File: config.mk
export PLATFORM = sky130hd
export DESIGN_NAME = fifo_write_arbiter_flat
export DESIGN_NICKNAME = d
export VERILOG_FILES = /design/src/rtl/fifo_arb_pkg.sv /design/src/rtl/fifo_write_arbiter_if.sv /design/src/rtl/rr_pick.sv /design/src/rtl/fifo_write_arbiter.sv /design/src/flat_wrapper.sv
export SDC_FILE = /design/constraint.sdc
export NUM_CORES = 1
export LEC_CHECK = 0
export ABC_CLOCK_PERIOD_IN_PS = 11600
export CORE_MARGIN = 8
export CORE_UTILIZATION = 33
export DETAILED_ROUTE_END_ITERATION = 10
export MAX_ROUTING_LAYER = met4
export PLACE_DENSITY_LB_ADDON = 0.05
export REMOVE_ABC_BUFFERS = 1
export SLEW_MARGIN = 5
export SYNTH_ARGS = -nofsm -noshare
export SYNTH_HDL_FRONTEND = slang
export SYNTH_HIERARCHICAL = 1
export SYNTH_SLANG_ARGS = --single-unit
File: constraint.sdc
create_clock -name clock -period 11.6 [get_ports clock]
set_input_delay 1.74 -clock clock [delete_from_list [all_inputs] [get_ports clock]]
set_output_delay 1.74 -clock clock [all_outputs]
set_load 0.02 [all_outputs]
File: src/rtl/fifo_arb_pkg.sv
// Shared types and width helpers for the FIFO write arbiter.
package fifo_arb_pkg;

    // Flush sequencer states.
    typedef enum logic [1:0] {
        ARB   = 2'd0,
        CLEAR = 2'd1,
        DONE  = 2'd2
    } state_t;

    // Width of the round-robin pointer / winner index (never below 1 bit).
    function automatic int ptr_width(input int num_req);
        return (num_req > 1) ? $clog2(num_req) : 1;
    endfunction

    // Width of the clear counter, which holds values 0 .. cycles-1.
    function automatic int cnt_width(input int cycles);
        return (cycles > 1) ? $clog2(cycles) : 1;
    endfunction

endpackage

File: src/rtl/fifo_write_arbiter_if.sv
// Producer-side and FIFO-side signals of the write arbiter.
// slave is the arbiter's view; master is the view of whatever drives it.
interface fifo_write_arbiter_if #(
    parameter int NUM_REQ    = 4,
    parameter int DATA_WIDTH = 32
);
    logic [NUM_REQ-1:0]            req;
    logic [NUM_REQ*DATA_WIDTH-1:0] wr_data;
    logic [NUM_REQ-1:0]            gnt;
    logic                          flush_req;
    logic                          flush_done;
    logic                          busy;
    logic                          fifo_full;
    logic                          fifo_write;
    logic [DATA_WIDTH-1:0]         fifo_data_in;
    logic                          fifo_clear;

    modport slave (
        input  req, wr_data, flush_req, fifo_full,
        output gnt, flush_done, busy, fifo_write, fifo_data_in, fifo_clear
    );

    modport master (
        output req, wr_data, flush_req, fifo_full,
        input  gnt, flush_done, busy, fifo_write, fifo_data_in, fifo_clear
    );
endinterface

File: src/rtl/rr_pick.sv
// Rotating priority encoder: the first asserted request at or after ptr
// (wrapping at NUM_REQ-1) wins. Purely combinational.
module rr_pick
    import fifo_arb_pkg::*;
#(
    parameter int NUM_REQ = 4,
    parameter int PTR_W   = ptr_width(NUM_REQ)
) (
    input  logic [NUM_REQ-1:0] req,
    input  logic [PTR_W-1:0]   ptr,
    output logic [NUM_REQ-1:0] onehot,
    output logic [PTR_W-1:0]   idx
);

    // Scan from the farthest offset down so the nearest request to ptr is the last written.
    always_comb begin
        logic [PTR_W-1:0] pos;
        pos    = '0;
        onehot = '0;
        idx    = '0;
        for (int k = NUM_REQ - 1; k >= 0; k--) begin
            pos = PTR_W'((int'(ptr) + k) % NUM_REQ);
            if (req[pos]) begin
                onehot      = '0;
                onehot[pos] = 1'b1;
                idx         = pos;
            end
        end
    end

endmodule

File: src/rtl/fifo_write_arbiter.sv
// Round-robin sharing of a single FIFO write port among NUM_REQ producers,
// plus a flush sequencer (block writers, pulse clear, report completion).
module fifo_write_arbiter
    import fifo_arb_pkg::*;
#(
    parameter int NUM_REQ      = 4,
    parameter int DATA_WIDTH   = 32,
    parameter int CLEAR_CYCLES = 1
) (
    input  logic                 clock,
    input  logic                 reset,
    fifo_write_arbiter_if.slave  bus
);

    localparam int               PTR_W    = ptr_width(NUM_REQ);
    localparam int               CNT_W    = cnt_width(CLEAR_CYCLES);
    localparam logic [CNT_W-1:0] CNT_LOAD = CNT_W'(CLEAR_CYCLES - 1);
    localparam logic [PTR_W-1:0] PTR_LAST = PTR_W'(NUM_REQ - 1);

    state_t               state_q, state_d;
    logic [PTR_W-1:0]     rr_ptr_q, rr_ptr_d;
    logic [CNT_W-1:0]     clr_cnt_q, clr_cnt_d;

    logic                 arb_en;
    logic                 grant_any;
    logic [NUM_REQ-1:0]   pick_req;
    logic [NUM_REQ-1:0]   pick_onehot;
    logic [PTR_W-1:0]     pick_idx;
    logic [DATA_WIDTH-1:0] words [NUM_REQ];

    // Arbitration only runs in ARB with no flush pending, room in the FIFO and reset released.
    assign arb_en    = !reset && (state_q == ARB) && !bus.flush_req && !bus.fifo_full;
    assign pick_req  = arb_en ? bus.req : '0;
    assign grant_any = |pick_onehot;

    rr_pick #(
        .NUM_REQ (NUM_REQ),
        .PTR_W   (PTR_W)
    ) u_pick (
        .req    (pick_req),
        .ptr    (rr_ptr_q),
        .onehot (pick_onehot),
        .idx    (pick_idx)
    );

    // Unpack the producer words so the data mux can index by winner.
    always_comb begin
        for (int i = 0; i < NUM_REQ; i++) begin
            words[i] = bus.wr_data[i*DATA_WIDTH +: DATA_WIDTH];
        end
    end

    // Zero-latency grant path; data bus is forced to zero when nobody is granted.
    always_comb begin
        bus.gnt          = pick_onehot;
        bus.fifo_write   = grant_any;
        bus.fifo_data_in = '0;
        if (grant_any) begin
            bus.fifo_data_in = words[pick_idx];
        end
    end

    // Next-state logic for the flush sequencer, pointer and clear counter; status outputs decode the registered state.
    always_comb begin
        state_d         = state_q;
        rr_ptr_d        = rr_ptr_q;
        clr_cnt_d       = clr_cnt_q;
        bus.fifo_clear  = 1'b0;
        bus.busy        = 1'b0;
        bus.flush_done  = 1'b0;
        case (state_q)
            ARB: begin
                if (bus.flush_req) begin
                    state_d   = CLEAR;
                    clr_cnt_d = CNT_LOAD;
                end else if (grant_any) begin
                    rr_ptr_d = (pick_idx == PTR_LAST) ? '0 : pick_idx + 1'b1;
                end
            end
            CLEAR: begin
                bus.fifo_clear = 1'b1;
                bus.busy       = 1'b1;
                if (clr_cnt_q == '0) begin
                    state_d = DONE;
                end else begin
                    clr_cnt_d = clr_cnt_q - 1'b1;
                end
            end
            DONE: begin
                bus.flush_done = 1'b1;
                bus.busy       = 1'b1;
                rr_ptr_d       = '0;
                state_d        = ARB;
            end
            default: begin
                state_d = ARB;
            end
        endcase
    end

    // State, pointer and counter registers.
    always_ff @(posedge clock) begin
        if (reset) begin
            state_q   <= ARB;
            rr_ptr_q  <= '0;
            clr_cnt_q <= '0;
        end else begin
            state_q   <= state_d;
            rr_ptr_q  <= rr_ptr_d;
            clr_cnt_q <= clr_cnt_d;
        end
    end

endmodule

File: src/flat_wrapper.sv
// flat-port wrapper written by rule: the top's interface ports become plain ports
module fifo_write_arbiter_flat import fifo_arb_pkg::*;
#(
    parameter int NUM_REQ      = 4,
    parameter int DATA_WIDTH   = 32,
    parameter int CLEAR_CYCLES = 1
)
  (clock, reset, bus_req, bus_wr_data, bus_flush_req, bus_fifo_full, bus_gnt, bus_flush_done, bus_busy, bus_fifo_write, bus_fifo_data_in, bus_fifo_clear);
  fifo_write_arbiter_if #(.NUM_REQ(NUM_REQ), .DATA_WIDTH(DATA_WIDTH)) bus_i ();
  input  logic clock;
  input  logic reset;
  input wire logic [$bits(bus_i.req)-1:0] bus_req;
  input wire logic [$bits(bus_i.wr_data)-1:0] bus_wr_data;
  input wire logic [$bits(bus_i.flush_req)-1:0] bus_flush_req;
  input wire logic [$bits(bus_i.fifo_full)-1:0] bus_fifo_full;
  output wire logic [$bits(bus_i.gnt)-1:0] bus_gnt;
  output wire logic [$bits(bus_i.flush_done)-1:0] bus_flush_done;
  output wire logic [$bits(bus_i.busy)-1:0] bus_busy;
  output wire logic [$bits(bus_i.fifo_write)-1:0] bus_fifo_write;
  output wire logic [$bits(bus_i.fifo_data_in)-1:0] bus_fifo_data_in;
  output wire logic [$bits(bus_i.fifo_clear)-1:0] bus_fifo_clear;
  assign bus_i.req = bus_req;
  assign bus_i.wr_data = bus_wr_data;
  assign bus_i.flush_req = bus_flush_req;
  assign bus_i.fifo_full = bus_fifo_full;
  assign bus_gnt = bus_i.gnt;
  assign bus_flush_done = bus_i.flush_done;
  assign bus_busy = bus_i.busy;
  assign bus_fifo_write = bus_i.fifo_write;
  assign bus_fifo_data_in = bus_i.fifo_data_in;
  assign bus_fifo_clear = bus_i.fifo_clear;
  fifo_write_arbiter #(.NUM_REQ(NUM_REQ), .DATA_WIDTH(DATA_WIDTH), .CLEAR_CYCLES(CLEAR_CYCLES)) u_core (.clock(clock), .reset(reset), .bus(bus_i));
endmodule
Word level (Yosys, flattened, before mapping)
Index checks and enable logic that the tools add are counted.
W data, S select, Z words.

word-level totals
  register bits = 5
  input port bits = 136
  output and inout port bits = 40
  word-level logic and storage cells = 85

operators by class
  add/sub/neg operators = 5
  order comparisons = 9
  equal/unequal tests = 7
  mux-type cells = 42
  bitwise operators = 1
  reduce and logical (&&, ||, !) cells = 18

operators with widths
  cell                   count
  $mux W32               3
  $bmux W32 S2           1
  $mux W4                5
  $mux W2                9
  $mux W1                13
  $lt A2 B3 Y1 const B   4
  $bmux W1 S2            4
  $demux W1 S2           4
  $ge A2 B1 Y1 const B   4
  $ne A2 B2 Y1 const B   4
  $pmux W2 S2            2
  $logic_and A1 B1 Y1    7
  $add A2 B1 Y2 const B  2
  $add A2 B2 Y2 const B  2
  $eq A2 B2 Y1 const B   2
  $reduce_and A2 Y1      2
  $reduce_bool A2 Y1     2
  $reduce_or A4 Y1       1
  $ge A3 B3 Y1 const B   1
  $logic_not A1 Y1       3
  $not A2 Y3             1
  $reduce_and A3 Y1      1
  $eq A2 B1 Y1 const B   1
  $logic_not A2 Y1       1
  other kinds (3)        3

Depth between registers and ports, before layout
  word-level depth = 16
  gate-level depth with buffers = 14

Cells and area by module
Netlist, hierarchy kept.

modules (own cells, without submodules)
  module              instances  cells each  area an instance (um^2)  seq. area each (um^2)
  fifo_write_arbiter  1          106         1290.0                   80.1
  rr_pick             1          60          490.5                    0.0

Least setup slack after synthesis
No wires, ideal clock.

  path type = in2out
  start point = in bus_flush_req
  end point = out bus_fifo_data_in[0]
  arrival = 4515 ps
  data required time = 9860 ps
  setup slack = 5345 ps
  cell stages on the path = 11
  cells stage by stage = nand2b_1 > clkbuf_1 > nor3_1 > and2_1 > mux4_2 > or4_1 > a21o_1 > o211ai_1 > nor4_4 > clkbuf_1 > nor2b_1

RTL lines
  item                                   line                      text
  from (decl)                            flat_wrapper.sv:14        input wire logic [$bits(bus_i.flush_req)-1:0] bus_flush_req;
  $logic_not A1 Y1 (*)                   fifo_write_arbiter.sv:32  assign arb_en = !reset && (state_q == ARB) && !bus.flush_req && !bus.fifo_full;
  $logic_and A1 B1 Y1 (*) (2 in series)  fifo_write_arbiter.sv:32
  $mux W4 (*)                            fifo_write_arbiter.sv:33  assign pick_req = arb_en ? bus.req : '0;
  via u_core.pick_req[2]                 fifo_write_arbiter.sv:26  logic [NUM_REQ-1:0] pick_req;
  $bmux W1 S2                            rr_pick.sv:23             if (req[pos]) begin
  $mux W1 (not written as such)          rr_pick.sv:23
  $mux W4 (3 in series)                  rr_pick.sv:23
  $mux W4 (*)                            rr_pick.sv:23
  via bus_gnt[2]                         flat_wrapper.sv:16        output wire logic [$bits(bus_i.gnt)-1:0] bus_gnt;
  $reduce_or A4 Y1 (*)                   fifo_write_arbiter.sv:34  assign grant_any = |pick_onehot;
  $mux W32 (*)                           fifo_write_arbiter.sv:58  if (grant_any) begin
  to (decl)                              flat_wrapper.sv:20        output wire logic [$bits(bus_i.fifo_data_in)-1:0] bus_fifo_data_in;

Mark *: on every way through the listed nets, which the timed path passes. The rest lies on a longest branch. The select of a mux whose other input is x is not followed.

Worst setup path after layout
  start point = in bus_flush_req
  end point = out bus_fifo_data_in[24]

between the ends
  cells in the longest elaborated chain, start to end = 15

RTL lines
  item                                              line                      text
  $logic_not A1 Y1 (*)                              fifo_write_arbiter.sv:32
  $logic_and A1 B1 Y1 (*) (2 in series)             fifo_write_arbiter.sv:32
  $mux W4 (*)                                       fifo_write_arbiter.sv:33
  via u_core.pick_req[1]                            fifo_write_arbiter.sv:26
  $bmux W1 S2                                       rr_pick.sv:23
  $mux W1 (not written as such)                     rr_pick.sv:23
  $mux W2 (3 in series)                             rr_pick.sv:23
  $mux W2 (*)                                       rr_pick.sv:23
  via u_core.pick_idx[0]                            fifo_write_arbiter.sv:28  logic [PTR_W-1:0] pick_idx;
  $not A2 Y3 (not written as such) (*)              fifo_write_arbiter.sv:59  bus.fifo_data_in = words[pick_idx];
  $bmux W32 S2 (*)                                  fifo_write_arbiter.sv:59
  $mux W32 (not written as such) (*) (2 in series)  fifo_write_arbiter.sv:59
  $mux W32 (*)                                      fifo_write_arbiter.sv:58

Marks and branches as above.

==> summary.md <==
| Metric | Value |
|---|---|
| CTS Buf Count | 3 |
| Clock Pin Slew Worst Setup and Hold Paths | ~0.030 ns |
| TritonCTS clock tree | built |
| Gate power share | a little over four fifths |
| Synth warn | 6 |
| Hold Path Stages | 2 |
| Max Cap Viol | 0 |
| # diodes | 0 |
| Power Density | 88.09 nW/um^2 |
| # clock sinks | 4 |
| Total GRT Usage | between 20% and 30% |
| Post CTS Setup Buffer Count | 0 |
| Antenna Nets Post-Route | 0 |
| Vias in the first global route | approximately 2400 |
| Antenna violations before repair | 0 |
| Mux contribution to synthesized area | a little under half |
| Dpl cell area | roughly 3600 sq um |
| CTS root buffer | clkbuf_8 |
| Worst rel slew slack | between 20% and 30% |
| Worst Skew | 0.0002478 ns |
| Clock Latency Late Sink | about 0.22 ns |
| Max FO, Critical Path | 20 |
| CP Cell Sequence | clkdlybuf4s50_1 > nand2b_1 > nor3_1 > and2_1 > mux2_2 > mux2i_1 > nand3_1 > o2bb2ai_4 > buf_4 > mux4_2 > nor2b_1 > clkdlybuf4s50_1 |
| H-Tree Depth | 1 |
| Period Utilization, post-route | 68.07% |
| Fin. max-slew vios | 0 |
| FF+latch count, synth | 4 |
| I/O Buffers | around 180 |
| Synth Area in Compound Gates | under 10% |
| Crit start category | input port |
| Setup CP Type | in -> out |
| End-of-flow core utilization | ~70% |
| Via/cell ratio | roughly 5.3 |
| Fmax | 0.1266 GHz |
| RSZ-0062 raised after global routing | false |
| Placer Congestion | 0.8781 |
| Clk pwr share | a little under a tenth |
| Fraction of layout instances using a drive strength above 1 | between 10% and 20% |
| CP max-delay cell | clkdlybuf4s50_1 |
| Cell Area, Synth | between 1500 and 2000 sq um |
| Final setup fails | 0 |
| Min Tclk post-route | 7.896 ns |
| Synth cell types | 39 |
| DP Wirelength | a little under 8000 um |
| Largest net degree at the start of global routing | 38 |
| Chip width | roughly 89 um |
| CP max stage delay | a little under 0.6 ns |
| Synthesized area per cell | between 10 and 15 sq um |
| Inst Count DP | 400 |
| Arrival @ worst endpoint | 6.16 ns |
| Final Cell Area | 3613 sq um |
| Hold_buf cts | 0 |
| Largest family of logic cells by synthesized area | multiplexers |
| CP Depth | 12 |
| Min-Delay Path Class | reg -> reg |
| Syn Inst Count | roughly 170 |
| Drt wl/cell | around 22 um |
| Crit. End Element | output pin |
| Worst path top cell family by delay | buffers and inverters |
| Die height | around 89 um |
| XOR/XNOR share of the synthesized area | 0% |
| CTS resizes | 0 |
| Area Overhead vs Synth | 103.0% |
| Initial cell density of the core | about 34% |
| WL final | 8813 um |
| Switch Pwr | ~140 uW |
| Post-Layout Cell Count | 403 |
| DRT Pass-1 Iters | 6 |
| Nets | 484 |
| First-pass GRT wire length | 13280 um |
| R2R cell count | 13 |
| Post-Synth Simple-Gate Area | between 20% and 30% |
| CORE AREA | around 5200 sq um |
| Row count | 26 |
| GR Overflow Total | 0 |
| Register area share after synthesis | 4.498% |
| I/O Pins | ~180 |
| Synth Area in Adders | under 10% |
| Sequential share of power | between 6 and 7% |
| Outcome | finished clean |
| Buf/Inv on CP | 3 |
| Most common cell on crit path | clkdlybuf4s50_1 |
| Leak pwr | ~0.0013 uW |
| VDD IR max | between 0.05 and 0.06 mV |
| Drt drc | 0 |
| CP required | between 9 and 10 ns |
| Final setup TNS | 0 ns |
| Worst-Margin Slew | ~1.1 ns |
| Power Total | around 320 uW |
| Initial drt markers | 40 |
| Die area | around 8000 sq um |
| Longest Clk Path Bufs | 2 |
| Final Hold Viols | 0 |
| Switching Share | between 40% and 50% |
| Cell Int Power | 182.3 uW |
| Vias post-DR | about 2100 |
==> stage by stage <==
step	worst slack (ns)	hold slack, ns
6_report	3.704	0.5359
3_3_place_gp	3.735	0.5153
5_1_grt	3.332	0.5656
4_1_cts	3.645	0.5359
3_5_place_dp	3.643	0.5320
2_1_floorplan	3.142	0.4872
==> synth_stat cells <==
cell type / count / area share [%]
clkbuf_1: 3 / 0.63
and2_1: 4 / 1.4
mux2i_1: 5 / 2.8
nand4_1: 5 / 1.8
nor2b_1: 33 / 12
mux2_2: 3 / 1.9
a31oi_1: 3 / 1.1
and3_2: 1 / 0.42
a211o_2: 1 / 0.56
nand2b_1: 3 / 1.1
inv_1: 6 / 1.3
mux4_1: 1 / 1.5
o211ai_1: 3 / 1.3
dfxtp_1: 4 / 4.5
ha_1: 13 / 9.1
or4b_1: 1 / 0.56
o21ai_0: 2 / 0.56
buf_2: 4 / 1.1
a22oi_1: 3 / 1.3
nand3_1: 2 / 0.56
and2b_2: 1 / 0.49
or3b_2: 1 / 0.49
nand2_1: 1 / 0.21
nand3b_1: 1 / 0.42
clkbuf_2: 1 / 0.28
a21oi_1: 5 / 1.4
or3_1: 2 / 0.70
nor3_1: 1 / 0.28
o21a_1: 1 / 0.42
or4_1: 1 / 0.42
nor2_1: 6 / 1.3
a41oi_1: 1 / 0.49
a21o_1: 2 / 0.84
buf_6: 5 / 3.2
nor4_4: 1 / 1.2
o2bb2ai_1: 1 / 0.49
o22ai_1: 1 / 0.35
nor3b_1: 1 / 0.42
mux4_2: 33 / 42
==> cell type report <==
class	instances	area, sq um
inverters	6	22.52
well taps	70	87.58
fillers	404	1559
flip-flops and latches	4	80.08
repair buffers	177	1767
multi-input cells	143	1615
clock buffers	3	41.29
==> flip-flops by register name, summed over array words and instances, names as in the netlist <==
signal / count
u_core/rr_ptr_q: 2
u_core/state_q: 2
==> path summary, 6_finish.rpt <==
kind,startpoint,to,slack [ns]
max,bus_flush_req,bus_fifo_data_in[24],3.70
max reg2reg,u_core/state_q[0],u_core/rr_ptr_q[0],7.80
min,u_core/state_q[0],u_core/state_q[0],0.54
min reg2reg,u_core/state_q[0],u_core/state_q[0],0.54
==> logic make-up after synthesis <==
group,Yosys count
mux,42
flops,4
buf+inv,19
fa+ha+maj,13
simple gates,65
compound gates,23
==> worst min-delay path: cells and delay by family, from the launching register on <==
family           cells  cell delay (ns)
DFF                  1             0.35
muxes                1             0.08
and+or+nand+nor      1             0.07
==> per-layer routing <==
layer	share of wire, %	vias up	GRT usage, %	routed length (um)
li1	-	993	-	-
met1	33	1025	21.70	2929
met2	53	110	40.94	4642
met3	12	14	11.76	1053
met4	2.1	0	6.495	187
met5	0	-	-	0
==> cells in the final DEF (no fill, tap or decap), types with 4 or more instances in the layout <==
cell type / synthesis / layout
nor2_1: 6 / 6
nand4_1: 5 / 5
clkdlybuf4s50_1: 0 / 175
mux2i_1: 5 / 5
dfxtp_1: 4 / 4
mux4_2: 33 / 33
nor2b_1: 33 / 33
and2_1: 4 / 4
inv_1: 6 / 6
a21oi_1: 5 / 5
ha_1: 13 / 13
==> power by group through the flow <==
stage                     Combinational, uW  Clock [uW]  Sequential [uW]
after global placement                  269           0             20.3
final                                   268        29.6             20.2
after global routing                    286        31.5             20.7
after floorplan                         135           0             18.9
after CTS                               271        30.2             20.3
after detailed placement                270           0             20.4
(Power assumes the default switching activity.)
